**config.mk**
```make
export PLATFORM = sky130hd
export DESIGN_NAME = gate_sweep_ctrl
export DESIGN_NICKNAME = d
export VERILOG_FILES = /design/src/rtl/gate_sweep_pkg.sv /design/src/rtl/sweep_settle_timer.sv /design/src/rtl/gate_sweep_ctrl.sv
export SDC_FILE = /design/constraint.sdc
export NUM_CORES = 1
export LEC_CHECK = 0
export ABC_AREA = 1
export CORE_UTILIZATION = 30
export DETAILED_ROUTE_END_ITERATION = 8
export PLACE_DENSITY = 0.51
export SLEW_MARGIN = 20
export SYNTH_ARGS = -nofsm -noshare
export SYNTH_HDL_FRONTEND = slang
export SYNTH_SLANG_ARGS = --single-unit
```
**constraint.sdc**
```tcl
create_clock -name clk -period 2.1 [get_ports clk]
set_input_delay 0.315 -clock clk [delete_from_list [all_inputs] [get_ports clk]]
set_output_delay 0.315 -clock clk [all_outputs]
set_load 0.02 [all_outputs]
```
**src/rtl/gate_sweep_pkg.sv**
```systemverilog
// Shared definitions for the gate sweep controller: FSM encoding, common
// 2-input truth tables and the settle-timer width rule.
package gate_sweep_pkg;

  localparam logic [1:0] IDLE_ENC  = 2'd0;
  localparam logic [1:0] SWEEP_ENC = 2'd1;
  localparam logic [1:0] DONE_ENC  = 2'd2;

  typedef enum logic [1:0] {
    ST_IDLE  = IDLE_ENC,
    ST_SWEEP = SWEEP_ENC,
    ST_DONE  = DONE_ENC
  } sweep_state_t;

  // Truth tables: bit i is the expected output for input vector i (MSB = A).
  localparam logic [3:0] TT_AND2  = 4'b1000;
  localparam logic [3:0] TT_OR2   = 4'b1110;
  localparam logic [3:0] TT_XOR2  = 4'b0110;
  localparam logic [3:0] TT_XNOR2 = 4'b1001;

  function automatic int unsigned timer_width(input int unsigned settle);
    return $clog2(settle) + 1;
  endfunction

endpackage

```
**src/rtl/sweep_settle_timer.sv**
```systemverilog
// Down-counter that measures how long each vector is held before sampling.
// Loading takes priority; the counter parks at zero until reloaded.
module sweep_settle_timer #(
  parameter int unsigned WIDTH = 1
) (
  input  logic             clk,
  input  logic             rst_n,
  input  logic             i_load,
  input  logic [WIDTH-1:0] i_load_val,
  output logic             o_zero
);

  logic [WIDTH-1:0] r_cnt;

  // Counter register: reload on request, otherwise count down and hold at zero.
  always_ff @(posedge clk or negedge rst_n) begin
    if (!rst_n) begin
      r_cnt <= '0;
    end else if (i_load) begin
      r_cnt <= i_load_val;
    end else if (r_cnt != '0) begin
      r_cnt <= r_cnt - WIDTH'(1);
    end else begin
      r_cnt <= r_cnt;
    end
  end

  assign o_zero = (r_cnt == '0);

endmodule

```
**src/rtl/gate_sweep_ctrl.sv**
```systemverilog
// Exhaustive sweep of a combinational gate: drives every input vector in order,
// compares the sampled output with TRUTH and reports count, first failure and pass.
module gate_sweep_ctrl
  import gate_sweep_pkg::*;
#(
  parameter int unsigned            N_IN   = 2,
  parameter int unsigned            SETTLE = 1,
  parameter logic [(1<<N_IN)-1:0]   TRUTH  = TT_XNOR2
) (
  input  logic            clk,
  input  logic            rst_n,
  input  logic            start,
  output logic [N_IN-1:0] vec_out,
  input  logic            y_in,
  output logic            busy,
  output logic            done,
  output logic [N_IN:0]   err_cnt,
  output logic            first_fail_vld,
  output logic [N_IN-1:0] first_fail_idx,
  output logic            pass
);

  localparam int unsigned     NVEC     = 1 << N_IN;
  localparam int unsigned     TW       = timer_width(SETTLE);
  localparam logic [TW-1:0]   LOAD_VAL = TW'(SETTLE - 1);
  localparam logic [N_IN-1:0] LAST_IDX = N_IN'(NVEC - 1);

  if (SETTLE < 1) begin : g_settle_illegal
    $fatal(1, "gate_sweep_ctrl: SETTLE must be at least 1");
  end

  sweep_state_t    r_state;
  logic [N_IN-1:0] r_idx;
  logic            r_busy;
  logic            r_done;
  logic [N_IN:0]   r_err_cnt;
  logic            r_ffv;
  logic [N_IN-1:0] r_ffi;
  logic            r_pass;

  logic            w_tmr_zero;
  logic            w_tmr_load;
  logic            w_sample;
  logic            w_mismatch;
  logic            w_last;
  logic [N_IN:0]   w_err_next;

  // Sample/advance decisions derived from the current state and settle timer.
  always_comb begin
    w_sample   = 1'b0;
    w_mismatch = 1'b0;
    w_last     = 1'b0;
    w_err_next = r_err_cnt;
    w_tmr_load = 1'b0;
    w_sample   = (r_state == ST_SWEEP) && w_tmr_zero;
    w_mismatch = w_sample && (y_in != TRUTH[r_idx]);
    w_last     = (r_idx == LAST_IDX);
    w_err_next = r_err_cnt + {{N_IN{1'b0}}, w_mismatch};
    w_tmr_load = ((r_state == ST_IDLE) && start) || (w_sample && !w_last);
  end

  sweep_settle_timer #(
    .WIDTH (TW)
  ) u_settle_timer (
    .clk        (clk),
    .rst_n      (rst_n),
    .i_load     (w_tmr_load),
    .i_load_val (LOAD_VAL),
    .o_zero     (w_tmr_zero)
  );

  // Sweep FSM with the vector index and all result registers.
  always_ff @(posedge clk or negedge rst_n) begin
    if (!rst_n) begin
      r_state   <= ST_IDLE;
      r_idx     <= '0;
      r_busy    <= 1'b0;
      r_done    <= 1'b0;
      r_err_cnt <= '0;
      r_ffv     <= 1'b0;
      r_ffi     <= '0;
      r_pass    <= 1'b0;
    end else begin
      case (r_state)
        ST_IDLE: begin
          r_done <= 1'b0;
          if (start) begin
            r_state   <= ST_SWEEP;
            r_idx     <= '0;
            r_busy    <= 1'b1;
            r_err_cnt <= '0;
            r_ffv     <= 1'b0;
            r_ffi     <= '0;
            r_pass    <= 1'b0;
          end
        end
        ST_SWEEP: begin
          if (w_sample) begin
            r_err_cnt <= w_err_next;
            if (w_mismatch && !r_ffv) begin
              r_ffv <= 1'b1;
              r_ffi <= r_idx;
            end
            // The terminal compare ends the sweep; the index never wraps.
            if (w_last) begin
              r_state <= ST_DONE;
              r_idx   <= '0;
              r_busy  <= 1'b0;
              r_done  <= 1'b1;
              r_pass  <= (w_err_next == '0);
            end else begin
              r_idx <= r_idx + N_IN'(1);
            end
          end
        end
        ST_DONE: begin
          r_state <= ST_IDLE;
          r_done  <= 1'b0;
        end
        default: begin
          r_state <= ST_IDLE;
          r_idx   <= '0;
          r_busy  <= 1'b0;
          r_done  <= 1'b0;
        end
      endcase
    end
  end

  assign vec_out        = r_idx;
  assign busy           = r_busy;
  assign done           = r_done;
  assign err_cnt        = r_err_cnt;
  assign first_fail_vld = r_ffv;
  assign first_fail_idx = r_ffi;
  assign pass           = r_pass;

endmodule

```
# Word-level counts from Yosys, hierarchy flattened
# Index checks and enable logic that the tools add are counted.
dict set report word_totals {
  output_inout_bits 11
  word_cells 73
  in_bits 4
  reg_bits 14
}
dict set report classes {
  magnitude_cmp 1
  n_reduce_logical 18
  muxes 32
  n_eq_ne 8
  n_bitwise 2
  n_addsub 3
}
# op n
set op_table {}
lappend op_table {{2-bit 2-to-1 mux} 8}
lappend op_table {{1-bit 2-to-1 mux} 14}
lappend op_table {{4-bit AND reduction} 3}
lappend op_table {{3-bit AND reduction} 3}
lappend op_table {{2-bit case mux with 2 select lines} 2}
lappend op_table {{3-bit 2-to-1 mux} 2}
lappend op_table {{2-bit != test (second input constant)} 3}
lappend op_table {{2-bit case mux with 3 select lines} 1}
lappend op_table {{3-bit case mux with 2 select lines} 1}
lappend op_table {{1-bit logical AND} 5}
lappend op_table {{2-bit == test (second input constant)} 2}
lappend op_table {{1-bit case mux with 2 select lines} 2}
lappend op_table {{3-bit by 1-bit adder with 3-bit output} 1}
lappend op_table {{3-bit zero test} 1}
lappend op_table {{2-bit by 3-bit less-than comparator with 1-bit output (second input constant)} 1}
lappend op_table {{1-bit case mux with 3 select lines} 1}
lappend op_table {{2-bit by 1-bit adder with 2-bit output (second input constant)} 1}
lappend op_table {{1-bit binary-select mux with 2-bit select} 1}
lappend op_table {{2-bit by 1-bit == test with 1-bit output (second input constant)} 1}
lappend op_table {{1-bit zero test} 2}
lappend op_table {{2-bit zero test} 1}
lappend op_table {{2-bit by 1-bit != test with 1-bit output (second input constant)} 1}
lappend op_table {{1-bit NOT} 2}
lappend op_table {{2-bit AND reduction} 1}
lappend op_table {{4 further kinds} 4}

# Depth between registers and ports, before layout
dict set report logic_depth {
  word_depth 9
  mapped_depth 10
  ltp_nobuf 10
}

# By module
# Synthesis repeated with hierarchy kept, for this count alone.
dict set report hier_totals {
  hier_cells 86
  hier_area_um2 706.9
}
# mod cells_per_inst n_inst seq_area_each_um2 area_each_um2
set modules_own_cells {}
lappend modules_own_cells {gate_sweep_ctrl 82 1 325.3 670.6}
lappend modules_own_cells {sweep_settle_timer 4 1 25.0 36.3}

# Least setup slack after synthesis
# Ideal clock, no wire load.
dict set report synth_timing {
  kind {flip-flop to flip-flop}
  from {register r_idx[0], in the netlist vec_out[0]}
  to {register r_pass, in the netlist pass}
  arrival_time_ps 1778
  setup_time_ps 65
  required_time_ps 2035
  setup_slack_ps 256
  period_less_slack_ps 1844
  stages_incl_launch_ff 11
  path_buffers 0
  path_cell_list {dfrtp_1 -> ha_1 -> inv_1 -> nand2_1 -> nand2_1 -> nor2_2 -> ha_1 -> ha_1 -> nor3_2 -> nand3_1 -> nand2_1}
}
dict set report synth_via {
  elab_chain_len 9
  elab_cells_between_ends 12
  cone_classes {add/sub (1); eq/ne (3); mux (5); reduce/logical (3)}
}
# element line_no
set synth_rtl {}
lappend synth_rtl {{start, declared} gate_sweep_ctrl.sv:33} ;# logic [N_IN-1:0] r_idx;
lappend synth_rtl {{start signal, assigned} gate_sweep_ctrl.sv:112} ;# r_idx <= r_idx + N_IN'(1);
lappend synth_rtl {{1-bit binary-select mux with 2-bit select} gate_sweep_ctrl.sv:56} ;# w_mismatch = w_sample && (y_in != TRUTH[r_idx]);
lappend synth_rtl {{1-bit 2-to-1 mux (not written as such)} gate_sweep_ctrl.sv:56}
lappend synth_rtl {{1-bit != test} gate_sweep_ctrl.sv:56}
lappend synth_rtl {{1-bit logical AND} gate_sweep_ctrl.sv:56}
lappend synth_rtl {{3-bit by 1-bit adder with 3-bit output} gate_sweep_ctrl.sv:58} ;# w_err_next = r_err_cnt + {{N_IN{1'b0}}, w_mismatch};
lappend synth_rtl {{3-bit zero test} gate_sweep_ctrl.sv:110} ;# r_pass <= (w_err_next == '0);
lappend synth_rtl {{1-bit 2-to-1 mux} gate_sweep_ctrl.sv:105} ;# if (w_last) begin
lappend synth_rtl {{1-bit 2-to-1 mux} gate_sweep_ctrl.sv:98} ;# if (w_sample) begin
lappend synth_rtl {{1-bit case mux with 2 select lines} gate_sweep_ctrl.sv:84} ;# case (r_state)
lappend synth_rtl {{end signal, assigned} gate_sweep_ctrl.sv:110}
lappend synth_rtl {{end, declared} gate_sweep_ctrl.sv:39} ;# logic r_pass;
# Parallel ways exist; a longest one is shown, timed or not. The select of a mux whose other input is x is not followed.
# A chain may end at the register's enable or synchronous reset.

# Worst setup path after layout
# Same ends and word-level chain as after synthesis.

==> summary.log <==
qor: synth.ys_types 16
qor: timing.final_hold_vios 0
qor: route.route.layer.met1.wl 613 um
qor: route.totalWireLength 1210 um
qor: timing.setup_violations 0
qor: placed_design.io_buffers 14
qor: route.uppermost_signal_routing_layer_after_detailed_routing met3
qor: critical_path.critical_path.max_fanout 5
qor: worst_hold_path.min-delay-path-class in2async
qor: die.placement_rows 15
qor: global_routing.pin_count_of_the_biggest_net_entering_global_routing 14
qor: synth.syn_inst_count 65
qor: critical_path.criticalPathCategory reg2reg
qor: die.placeableCoreArea 1800 um2
qor: route.vias 470
qor: synth.synth_fp_nets 72
qor: route.remaining_drc_errors 0
qor: critical_path.crit_path_end_kind flip-flop
qor: clock_tree.cts_hold_buf 0
qor: global_routing.antenna_violations_before_repair 0
qor: clock_tree.clk_lat_worst_skew 0.27 ns
qor: global_routing.grt_pass1_vias 437
qor: die.chipHeight 46.7 um
qor: timing.timing_max_transition_violations_final 0
qor: timing.worst_slew_margin_rel 0.604
qor: placed_design.place_hpwl 893 um
qor: critical_path.crit_path_cell_trace ha_1 > inv_1 > nand2_1 > nand2_1 > nor2_2 > ha_1 > ha_1 > nor3_2 > nand3_1 > nand2_1
qor: clock_tree.cts_max_level 1
qor: route.met2_length 561 um
qor: critical_path.crit_path_arrival_time 2.10 ns
qor: global_routing.wire_length_of_the_first_global_routing_pass 1990 um
qor: clock_tree.cts_inserted_buffers 3
qor: timing.rsz0062_at_grt no
qor: clock_tree.postCtsSetupRepairBufs 0
qor: finish.post_route_cells_drive_above_1_share 0.0854
qor: clock_tree.clk_pin_slew 0.08 ns
qor: clock_tree.max-clock-path-buffers 2
qor: flow_run.max_cap_violations 0
qor: route.vias_per_cell 4.39
qor: synth.ys_ff_latch 13
qor: die.die-width 46.7 um
qor: placed_design.placed_cell_area 759 um2
qor: timing.min_period 1.88 ns
qor: synth.seq_area_frac_synth 0.543
qor: timing.clock_skew 0.00231 ns
qor: timing.setup_total_negative_slack 0 ns
qor: critical_path.cp_data_required_time 2.31 ns
qor: global_routing.overflow 0
qor: clock_tree.clkSinkCount 13
qor: power.post-layout-total-power 1.22 mW
qor: placed_design.gpl.final_weighted_congestion 0.724
qor: finish.final_cell_mix clkdlybuf4s50_1 (14), nand2_1 (13), dfrtp_1 (13)
qor: power.power_density 1560 nW/um2
qor: clock_tree.cell_at_the_root_of_the_clock_tree clkbuf_4
qor: synth.synthesis.yosys.warnings 0
qor: power.vdd_drop_max 0.000526 V
qor: timing.max_slew.worst_pin.slew 0.592 ns
qor: finish.antenna_cells 0
qor: critical_path.critPathSlowestCell dfrtp_1
qor: critical_path.launching_instance_or_port_of_the_critical_path vec_out[0]
qor: finish.area_growth 31.1%
qor: synth.netlist_area 599 um2
qor: critical_path.cpPeakStageDelay 0.43 ns
qor: route.routedWlPerCell 11.3 um
qor: die.die-area 2180 um2
qor: route.dr_wl_met3 30 um
qor: global_routing.grtUsageTotal 0.135
qor: outcome.run_status completed
qor: die.start_util 0.333
qor: power.static-leakage-power 0.404 nW
qor: finish.num-nets-final 90
qor: finish.leading_cell_type_in_the_layout_fill_and_taps_excluded clkdlybuf4s50_1
qor: clock_tree.cts.repair.resized 0
qor: synth.syn-mean-instance-area 9.22 um2
qor: timing.final.period_utilization 0.896
qor: critical_path.worst_setup_path_start_kind flip-flop
qor: timing.max_freq 0.531 GHz
qor: clock_tree.tritoncts yes
qor: die.floorplan.io_pins 15
qor: route.ant_nets 0
qor: critical_path.regToRegStartpoint vec_out[0]
qor: route.drt_pre_antenna_iters 3
qor: finish.stdcell_area 786 um2
qor: route.drt_iter0_markers 7
cell type report:
class / instances / area (um2)
clock buffers: 4 / 26.3
fillers: 181 / 1020
inverters: 9 / 33.8
multi-input cells: 42 / 229
flip-flops and latches: 13 / 325
well taps: 25 / 31.3
repair buffers: 14 / 140
report_power, final:
group | internal (mW) | switching [mW] | leakage (nW)
clock network | 0.0735 | 0.0814 | 0.0150
registers | 0.347 | 0.0694 | 0.167
logic | 0.271 | 0.381 | 0.222
worst max-delay path, delay by kind of cell (launching register included):
family                   cells  cell delay, ns
buffers and inverters        1            0.07
flip-flops                   1            0.43
AND/OR/NAND/NOR              6            0.53
adder cells (fa/ha/maj)      3            0.81
cell usage after synthesis, drive strengths merged:
library cell / instances / share of area
buf: 1 / 0.019
dfrtp: 13 / 0.54
ha: 3 / 0.063
inv: 9 / 0.056
nand2: 14 / 0.092
nand3: 12 / 0.10
nand4: 1 / 0.010
nor2: 4 / 0.029
nor3: 1 / 0.017
o21ai: 4 / 0.033
o22ai: 1 / 0.010
o31ai: 1 / 0.013
xnor2: 1 / 0.015
final timing paths:
path,endpoint,slack (ns),cells past startpoint
worst max-delay path,pass,0.22,10
worst min-delay path,busy,0.41,1
worst max register to register,pass,0.22,10
worst min register to register,busy,0.51,2
max in group asynchronous,pass,1.30,1
min in group clk,busy,0.51,2
through the flow:
stage	instances	setup WS, ns	utilization	hold WS (ns)
finish	107	0.218	0.436	0.414
floorplan	65	0.256	-	0.0194
global placement	103	0.240	0.422	0.488
detailed placement	103	0.208	0.422	0.495
CTS	107	0.214	0.436	0.436
global route	107	0.0293	0.436	0.460
cell families after synthesis:
kind of cell	share of synthesized area
AOI/OAI and AO/OA	0.0564
xor gates and xnor gates	0.0146
buffers and inverters	0.0752
adders and majority gates	0.0626
DFF	0.543
and+or+nand+nor	0.248
metal layers:
layer / up-vias / global-route usage
met5: - / 0
met4: 0 / 0.0514
met3: 0 / 0.0353
met2: 6 / 0.189
met1: 215 / 0.196
li1: 249 / -
state kept, by name, indices dropped and copies added, names as in the netlist:
name	flops
err_cnt	3
first_fail_idx	2
r_state	2
vec_out	2
busy	1
done	1
first_fail_vld	1
pass	1
Power figures use the tool's default switching activity.
